## src/rtl/register_file_multiport.sv

```systemverilog
// Multi-port register file: one byte-masked write port, NUM_READ registered write-first read ports,
// and a clear engine that zeroes the array after Reset or on a Clear request.
module register_file_multiport #(
  parameter int DATA_WIDTH = 16,
  parameter int ADDR_WIDTH = 6,
  parameter int NUM_READ   = 2,
  parameter int ZERO_REG   = 1
) (
  input  logic                           Clock,
  input  logic                           Reset,
  input  logic                           WriteEnable,
  input  logic [ADDR_WIDTH-1:0]          WriteAddress,
  input  logic [DATA_WIDTH-1:0]          WriteData,
  input  logic [DATA_WIDTH/8-1:0]        ByteEnable,
  input  logic [NUM_READ*ADDR_WIDTH-1:0] ReadAddress,
  output logic [NUM_READ*DATA_WIDTH-1:0] ReadData,
  input  logic                           Clear,
  output logic                           Busy
);

  localparam int DEPTH = 1 << ADDR_WIDTH;
  localparam int NB    = DATA_WIDTH / 8;

  typedef enum logic {S_CLEAR = 1'b0, S_IDLE = 1'b1} state_t;

  state_t                         r_state;
  logic [ADDR_WIDTH-1:0]          r_clr_ptr;
  logic                           r_busy;
  logic [DATA_WIDTH-1:0]          r_mem [DEPTH];
  logic [NUM_READ*DATA_WIDTH-1:0] r_rd_p1;

  logic                           w_wr_en;
  logic                           w_clr_en;
  logic [DATA_WIDTH-1:0]          w_merge;
  logic [NUM_READ*DATA_WIDTH-1:0] w_rd_p0;

  function automatic logic [DATA_WIDTH-1:0] merge_bytes(
    input logic [DATA_WIDTH-1:0] old_word,
    input logic [DATA_WIDTH-1:0] new_word,
    input logic [NB-1:0]         be
  );
    logic [DATA_WIDTH-1:0] res;
    res = old_word;
    for (int i = 0; i < NB; i++) begin
      if (be[i]) res[8*i +: 8] = new_word[8*i +: 8];
    end
    return res;
  endfunction

  // Writes to word 0 are dropped when it is hardwired to zero, so the bypass never sees them either.
  assign w_wr_en  = (r_state == S_IDLE) && !Reset && WriteEnable &&
                    !((ZERO_REG != 0) && (WriteAddress == '0));
  assign w_clr_en = (r_state == S_CLEAR) && !Reset;
  assign w_merge  = merge_bytes(r_mem[WriteAddress], WriteData, ByteEnable);

  always_ff @(posedge Clock) begin
    if (w_clr_en) begin
      r_mem[r_clr_ptr] <= '0;
    end else if (w_wr_en) begin
      r_mem[WriteAddress] <= w_merge;
    end
  end

  // Stage p0: read mux with write-first bypass
  always_comb begin
    w_rd_p0 = '0;
    for (int k = 0; k < NUM_READ; k++) begin
      if ((ZERO_REG != 0) && (ReadAddress[k*ADDR_WIDTH +: ADDR_WIDTH] == '0)) begin
        w_rd_p0[k*DATA_WIDTH +: DATA_WIDTH] = '0;
      end else if (w_wr_en && (ReadAddress[k*ADDR_WIDTH +: ADDR_WIDTH] == WriteAddress)) begin
        w_rd_p0[k*DATA_WIDTH +: DATA_WIDTH] = w_merge;
      end else begin
        w_rd_p0[k*DATA_WIDTH +: DATA_WIDTH] = r_mem[ReadAddress[k*ADDR_WIDTH +: ADDR_WIDTH]];
      end
    end
  end

  // Stage p1: control FSM and registered read data
  always_ff @(posedge Clock) begin
    if (Reset) begin
      r_state   <= S_CLEAR;
      r_clr_ptr <= '0;
      r_busy    <= 1'b1;
      r_rd_p1   <= '0;
    end else begin
      case (r_state)
        S_CLEAR: begin
          r_rd_p1   <= '0;
          r_clr_ptr <= r_clr_ptr + ADDR_WIDTH'(1);
          if (r_clr_ptr == '1) begin
            r_state <= S_IDLE;
            r_busy  <= 1'b0;
          end
        end
        S_IDLE: begin
          r_rd_p1 <= w_rd_p0;
          if (Clear) begin
            r_state   <= S_CLEAR;
            r_clr_ptr <= '0;
            r_busy    <= 1'b1;
          end
        end
        default: begin
          r_state <= S_CLEAR;
          r_busy  <= 1'b1;
        end
      endcase
    end
  end

  assign ReadData = r_rd_p1;
  assign Busy     = r_busy;

endmodule
```

## config.mk

```make
export PLATFORM = sky130hd
export DESIGN_NAME = register_file_multiport
export DESIGN_NICKNAME = d
export VERILOG_FILES = /design/src/rtl/register_file_multiport.sv
export SDC_FILE = /design/constraint.sdc
export NUM_CORES = 2
export LEC_CHECK = 0
export CAP_MARGIN = 20
export CORE_ASPECT_RATIO = 0.6
export CORE_MARGIN = 10
export CORE_UTILIZATION = 30
export CTS_CLUSTER_DIAMETER = 60
export DETAILED_ROUTE_END_ITERATION = 16
export DONT_BUFFER_PORTS = 1
export RECOVER_POWER = 100
export SYNTH_ARGS = -nofsm -noshare
export SYNTH_HDL_FRONTEND = slang
export SYNTH_SLANG_ARGS = --single-unit
```

## constraint.sdc

```tcl
create_clock -name Clock -period 10 [get_ports Clock]
set_input_delay 1 -clock Clock [delete_from_list [all_inputs] [get_ports Clock]]
set_output_delay 1 -clock Clock [all_outputs]
set_load 0.02 [all_outputs]
```

==> flow_metrics.tcl <==
set metrics [dict create \
    rows 124 \
    gp_congestion 1.089 \
    ys_types 78 \
    wl_per_cell_um 43.20 \
    dr.max_layer_used "met5" \
    wl_met2_mm 90.20 \
    grt_overflow 0 \
    drt-total-wl_mm 251.7 \
    worstHoldStart "Reset" \
    cts_resized 0 \
    grt_usage 0.2288 \
    drc_errors 0 \
    vdd_ir_drop_max_mv 0.1316 \
    syn_inst 3290 \
    initial_utilization 0.3018 \
    grt_pass1_wl_mm 329.1 \
    port_buffers 0 \
    synth_ff_type "edfxtp_1" \
    crit_chain "inv_1 -> buf_4 -> nand2_1 -> a21oi_1 -> o32a_1 -> o41ai_1 -> nor2_1 -> clkbuf_1" \
    power_density_nw_per_um2 152.5 \
    violations "capacitance limit, slew limit" \
    drt-initial-drc-count 7670 \
    synth-seq-area-share 0.5482 \
    leakage_nw 18.91 \
    cap_violations 66 \
    cp.required_ps 10130 \
    clk_latency_ps 750 \
    post_cts_buffers 0 \
    io_pins 73 \
    start_kind "input port" \
    period_minus_slack_ps 7773 \
    fin_setup_tns_ps 0 \
    holdBufCountCts 0 \
    hold_viol 0 \
    clock-skew-final_ps 45.92 \
    die_h_um 359.3 \
    grt_max_degree 291 \
    clock-sinks 1064 \
    syn-cell-area_um2 57550 \
    cp_slowest_cell "clkbuf_1" \
    final_max_slew_viol_count 1703 \
    max_slew_margin -1.936 \
    fin_ws_ps 2227 \
    worst_pin_slew_ps 4404 \
    syn2layout_area_growth_pct 9.874 \
    worstPathMaxFanout 117 \
    synth_async_sr_flop_share 0 \
    swShare 0.2354 \
    min_path_cells 1 \
    period_share 0.7773 \
    antenna_found_initial 20 \
    num_vias 38840 \
    drt-met1-wl_mm 99.26 \
    cts_buffers 107 \
    ys_ff_latch 1064 \
    seq_power_share 0.501 \
    holdPathEnd "r_clr_ptr[4]$_SDFFE_PP0P_" \
    status "complete, but fails checks" \
    hold_path.class "in2reg" \
    synth_warnings 0 \
    cp.arrival_ps 7900 \
    rsz0062_at_grt "no" \
    grt_pass1_vias 34970 \
    r2r_cells 6 \
    viasPerCell 6.667 \
    cts-root-buf "clkbuf_16" \
    timing.rr.start "r_state$_SDFF_PP0_" \
    rrSetupSlack_ps 2660 \
    crit_path_max_incr_delay_ps 1980 \
    clk_path_buf_depth 3 \
    fmax_ghz 0.1287 \
    fin_nets 3249 \
    path_class "in2reg" \
    postRouteAntennaNets 0 \
    syn-num-nets 3331 \
    clockPowerShare 0.431 \
    met3_length_mm 56.46 \
    die_w_um 585.5 \
    avgSynthCellArea_um2 17.49 \
    cts_tree "yes" \
    power.switching_mw 2.271 \
    synth_edf_count 1024 \
    drive_gt1_frac 0.2959 \
    drt_pass1_iterations 8 \
    htreeDepth 3 \
    path_clk_slew_ps 70 \
    power.internal_mw 7.375 \
    core_area_um2 190700 \
    rr_endpoint "r_mem[45][1]$_DFFE_PP_" \
    dp_hpwl_mm 170.9 \
    end_kind "flop" \
    finalSetupViolations 0 \
    pwr-share-comb 0.068 \
    startpoint "WriteAddress[2]" \
    dieArea_um2 210300 \
    post-place-ws_ps 4747 \
]
## worst max-delay path, delay by kind of cell
family	cells	cell delay (ps)
compound gates	3	1040
simple gates	2	2020
buf+inv	3	3330
## cell usage in the layout, fill, tap and decap left out, drive strengths merged, types with 9 or more instances in the layout
cell type / instances
edfxtp: 1024
mux4: 723
clkbuf: 185
mux2i: 176
nor2: 144
nand2: 134
a22oi: 111
o21ai: 73
a21oi: 70
o22ai: 64
a221oi: 57
nand3: 50
buf: 46
clkinv: 45
dfxtp: 40
a22o: 25
nand2b: 22
nor2b: 20
a211oi: 19
mux2: 17
nand4: 15
o221ai: 14
inv: 14
o32a: 12
nor3: 12
or3: 11
and2: 11
clkinvlp: 10
bufinv: 10
nand3b: 9
o211ai: 9
o32ai: 9
## layer usage
layer / GRT usage / vias up
met2: 0.2673 / 3528
li1: - / 14170
met3: 0.1800 / 300
met5: 0.003938 / -
met1: 0.3236 / 20820
met4: 0.04021 / 14
## power groups by stage
stage / Combinational (mW) / Sequential [mW] / Clock [mW]
global placement: 0.609 / 4.93 / 0
floorplan: 0.530 / 4.92 / 0
detailed placement: 0.608 / 4.93 / 0
global route: 0.644 / 4.83 / 4.34
finish: 0.658 / 4.83 / 4.15
CTS: 0.610 / 4.83 / 4.17
## state kept, by name, indices dropped and copies added, names as in the netlist
name       count
ReadData      32
r_state        1
Busy           1
r_mem       1024
r_clr_ptr      6
## synth_stat cells (9+ instances only)
master	n	area share
and2_1	10	0.0011
nand2_1	134	0.0087
nor2_1	143	0.0093
nand3_1	50	0.0043
buf_1	29	0.0019
o32a_1	12	0.0021
a22o_1	25	0.0038
a21oi_1	70	0.0061
o22ai_1	63	0.0068
o221ai_1	14	0.0021
a221oi_1	57	0.0087
a22oi_1	111	0.014
a211oi_1	18	0.0023
dfxtp_1	40	0.014
nor2b_1	20	0.0022
nand4_1	15	0.0016
mux2_2	17	0.0033
mux2i_1	176	0.031
o21ai_0	69	0.0060
edfxtp_1	1024	0.53
or3_1	11	0.0012
buf_6	23	0.0045
nand2b_1	22	0.0024
mux4_2	723	0.28
clkbuf_1	113	0.0074
buf_2	100	0.0087
nand3b_1	9	0.0012
buf_4	25	0.0033
o211ai_1	9	0.0012
nor3_1	11	0.00096
## stage by stage
stage,std cells,power (mW),area (µm²),utilization,hold WS (ps)
6_report,5825,9.645,63240,0.3316,338.1
2_1_floorplan,3290,5.453,57550,-,518.4
4_1_cts,5801,9.607,63630,0.3337,306.8
3_3_place_gp,5594,5.537,60020,0.3148,665.5
5_1_grt,5818,9.810,63220,0.3316,327.0
3_5_place_dp,5602,5.536,60130,0.3153,679.0
## how the worst max path moves through the flow
stage | end | slack (ps) | cells after the start
after detailed placement | r_mem[7][5]$_DFFE_PP_ | 4750 | 6
after global routing | r_mem[44][1]$_DFFE_PP_ | 2640 | 8
after global placement | r_mem[5][5]$_DFFE_PP_ | 4200 | 5
after floorplan | r_mem[0][10]$_DFFE_PP_ | 4170 | 9
final | r_mem[45][1]$_DFFE_PP_ | 2230 | 8
after CTS | r_mem[3][12]$_DFFE_PP_ | 5130 | 7
## cells by family after synthesis
family          synth area share
flops                     0.5482
mux                       0.3169
compound gates           0.06739
simple gates             0.03737
buf+inv                  0.02754
xor+xnor                0.002435
fa+ha+maj              0.0002174
## final cells by class
| cell class | instances | area (µm²) |
|---|---|---|
| inverter | 8 | 30.03 |
| clock inverter | 71 | 706.9 |
| sequential | 1064 | 31550 |
| timing repair buffer | 103 | 566.8 |
| multi-input combinational | 1924 | 24410 |
| clock buffer | 128 | 2799 |
| tap | 2520 | 3153 |
| antenna | 7 | 17.52 |
| fill | 18050 | 127400 |
(Power assumes the default switching activity.)
==> patch (same flow settings) <==
Reset style: asynchronous (`Reset`), changed in one clocked block.
--- a/src/rtl/register_file_multiport.sv
+++ b/src/rtl/register_file_multiport.sv
@@ -77,5 +77,5 @@
 
   // Stage p1: control FSM and registered read data
-  always_ff @(posedge Clock) begin
+  always_ff @(posedge Clock or posedge Reset) begin
     if (Reset) begin
       r_state   <= S_CLEAR;
Behaviour: no difference found for any inputs over 4 cycles, from zero or initial values and one cycle with Reset high; that may be too few to reach the edited logic, so the function may still have changed.
==> patch against the original RTL <==
- the flow still finishes with violations (capacitance limit, slew limit)
- final cell count up 2.9%
- synthesized area up 1.2%
- setup slack better by 0.73 ns
- routed wire length down 3.4%
- non-clock buffer count up 33
- cell area up 0.96%
- sequential cell count unchanged
- die area up 1.1%
- utilization down 0.14 points
Power is not compared: it rests on default switching activity, and its combinational part moved more than twofold at a synthesized area within 25%.
==> patch: results (changes against the original RTL) <==
* Status: finished, violations left
* CTS Root Cell: clkbuf_16
* Peak supply drop at ~180 µV
* Largest net degree at the start of global routing at 292 (+0.34%)
* Hold buffers post-CTS at 0 (unchanged)
* PortBufs at 0 (unchanged)
* Gp weighted congestion at 1.01 (-7.3%)
* Ys Warns at 0 (unchanged)
* Placed insts at 5,795 (+3.4%)
* Layout cell share with drive strength beyond 1 at 28.3% (-1.2 points)
* Drt first pass iters at 7 (-1)
* Worst Path Max Fanout at 269 (+130%)
* Post-synth EDFFs at 1,024 (unchanged)
* Place WS at 5.29 ns (+0.543 ns)
* Hold Path End: r_clr_ptr[3]
* CTS buffer count at 95 (-11%)
* Met3 usage at 14.5% (-3.5 points)
* Data arrival, critical path at 7.26 ns (-0.64 ns)
* DRT Wirelength at 243,000 µm (-3.4%)
* Tot GR Track Use at 21.8% (-1.1 points)
* Async SR Flop Fraction at 3.76% (+3.8 points)
* Nets at 3,340 (+2.8%)
* Worst Hold Depth at 1 (unchanged)
* Max reg flops at 1,024 (unchanged)
* Post_cts resized at 0 (unchanged)
* DRT iter0 DRCs at 7,603 (-0.87%)
* Max_slew headroom at -170% (+24 points)
* Reg2Reg Depth at 5 (-1)
* Setup TNS at 0 ns (unchanged)
* Seq/Total Area, Yosys at 54.5% (-0.29 points)
* Synth area leaders: edfxtp_1 53%, mux4_2 26%, mux2i_1 4.8%
* First-pass GRT wire length at 325,000 µm (-1.3%)
* HP Class: primary input to register
* H-tree levels at 3 (unchanged)
* Initial antenna violation count at 19 (-5.0%)
* Avg WL per Cell at 40.5 µm (-6.2%)
* Hold slack at 0.373 ns (+0.0348 ns)
* Vias in the first global route at 36,000 (+3.0%)
* Hold path start: Clear
* Dpl hpwl at 158,000 µm (-7.7%)
* Top post-synthesis cells by count: 1,024 x edfxtp_1, 673 x mux4_2, 282 x mux2i_1
* Postcts setup bufs at 0 (unchanged)
* Worst reg2reg startpoint: r_state
* Max Slew Vio Count at 1,821 (+6.9%)
* Failing checks: capacitance limit, slew limit
* Post-Synthesis Cells at 3,367 (+2.3%)
* Met2 usage at 26.9% (+0.21 points)
* Reg clk slew, reported paths at 0.07 ns (about the same)
* # fillers at 18,400 (+2.2%)
* Max-cap viol count at 73 (+11%)
* Worst clock skew at 0.0394 ns (-0.00657 ns)
* Clock Latency Late Sink at 0.73 ns (-0.02 ns)
* Via density per instance at 6.62 (-0.76%)
* Tmin final at 7.04 ns (-0.728 ns)
* Synth unique cells at 75 (-3.8%)
* Worst R2R End: r_mem[49][11]
* Clock buffer depth at 3 (unchanged)
* Met1 Track Usage GR at 30.5% (-1.9 points)
## patch: changes by cell type after synthesis, moves of 27 or more
cell     unedited run  this run
buf_2             100        63
a22oi_1           111       153
dfxtp_1            40         0
o22ai_1            63        20
dfrtp_1             0        39
nand2_1           134        89
mux2i_1           176       282
mux4_2            723       673
o31ai_1             2        29
## patch: worst max path at each step
stage | start | end | cells after the start
5_1_grt | r_state | r_mem[60][4] | 5
6_report | WriteAddress[0] | r_mem[49][11] | 8
2_1_floorplan | WriteAddress[1] | r_mem[0][8] | 9
3_5_place_dp | WriteAddress[0] | r_mem[48][4] | 8
3_3_place_gp | WriteAddress[0] | r_mem[48][4] | 7
4_1_cts | r_state | r_mem[38][4] | 6
## patch: through the flow
step           cell area, µm²  utilization (%)
2_1_floorplan           58200                -
3_3_place_gp            61000             31.5
3_5_place_dp            61000             31.6
4_1_cts                 64200             33.2
5_1_grt                 63800             33.0
6_report                63800             33.0
## patch: metal layers
metal  vias to the layer above  part of all wire [%]
li1                      14500                     -
met1                     20900                    39
met2                      3764                    38
met3                       443                    21
met4                        20                   3.0
met5                         -                  0.20
## patch: logic make-up (layout without fill, tap and decap cells)
group	count (synthesis)	after routing	share of synthesized area (%)
other cells	0	16	0
simple gates	400	400	3.32
compound gates	598	598	7.64
flops	1064	1064	54.5
xor+xnor	14	14	0.211
mux	971	971	31.2
buf+inv	319	328	3.11
fa+ha+maj	1	1	0.0215
## patch: cell type report
cell class	instances	area, µm²	area share (%)
Clock inverter	62	708	1.11
Sequential cell	1064	31800	49.7
Antenna cell	16	40.0	0.0627
Multi-Input combinational cell	1984	24800	38.8
Inverter	18	67.6	0.106
Clock buffer	112	2470	3.87
Tap cell	2603	3260	5.10
Timing Repair Buffer	136	749	1.17
## patch: worst max-delay path, stage by stage
cell	delay [ns]
nor2b_1	0.38
clkbuf_1	0.61
a22oi_1	0.36
a311oi_1	0.25
a31oi_1	0.39
o32ai_1	0.18
nor2_1	2.16
clkbuf_1	1.53
## patch: power breakdown
part,internal [mW],switching [mW]
clock network,2.14,1.81
logic,0.574,0.967
registers,5.05,0.170
total,7.76,2.95
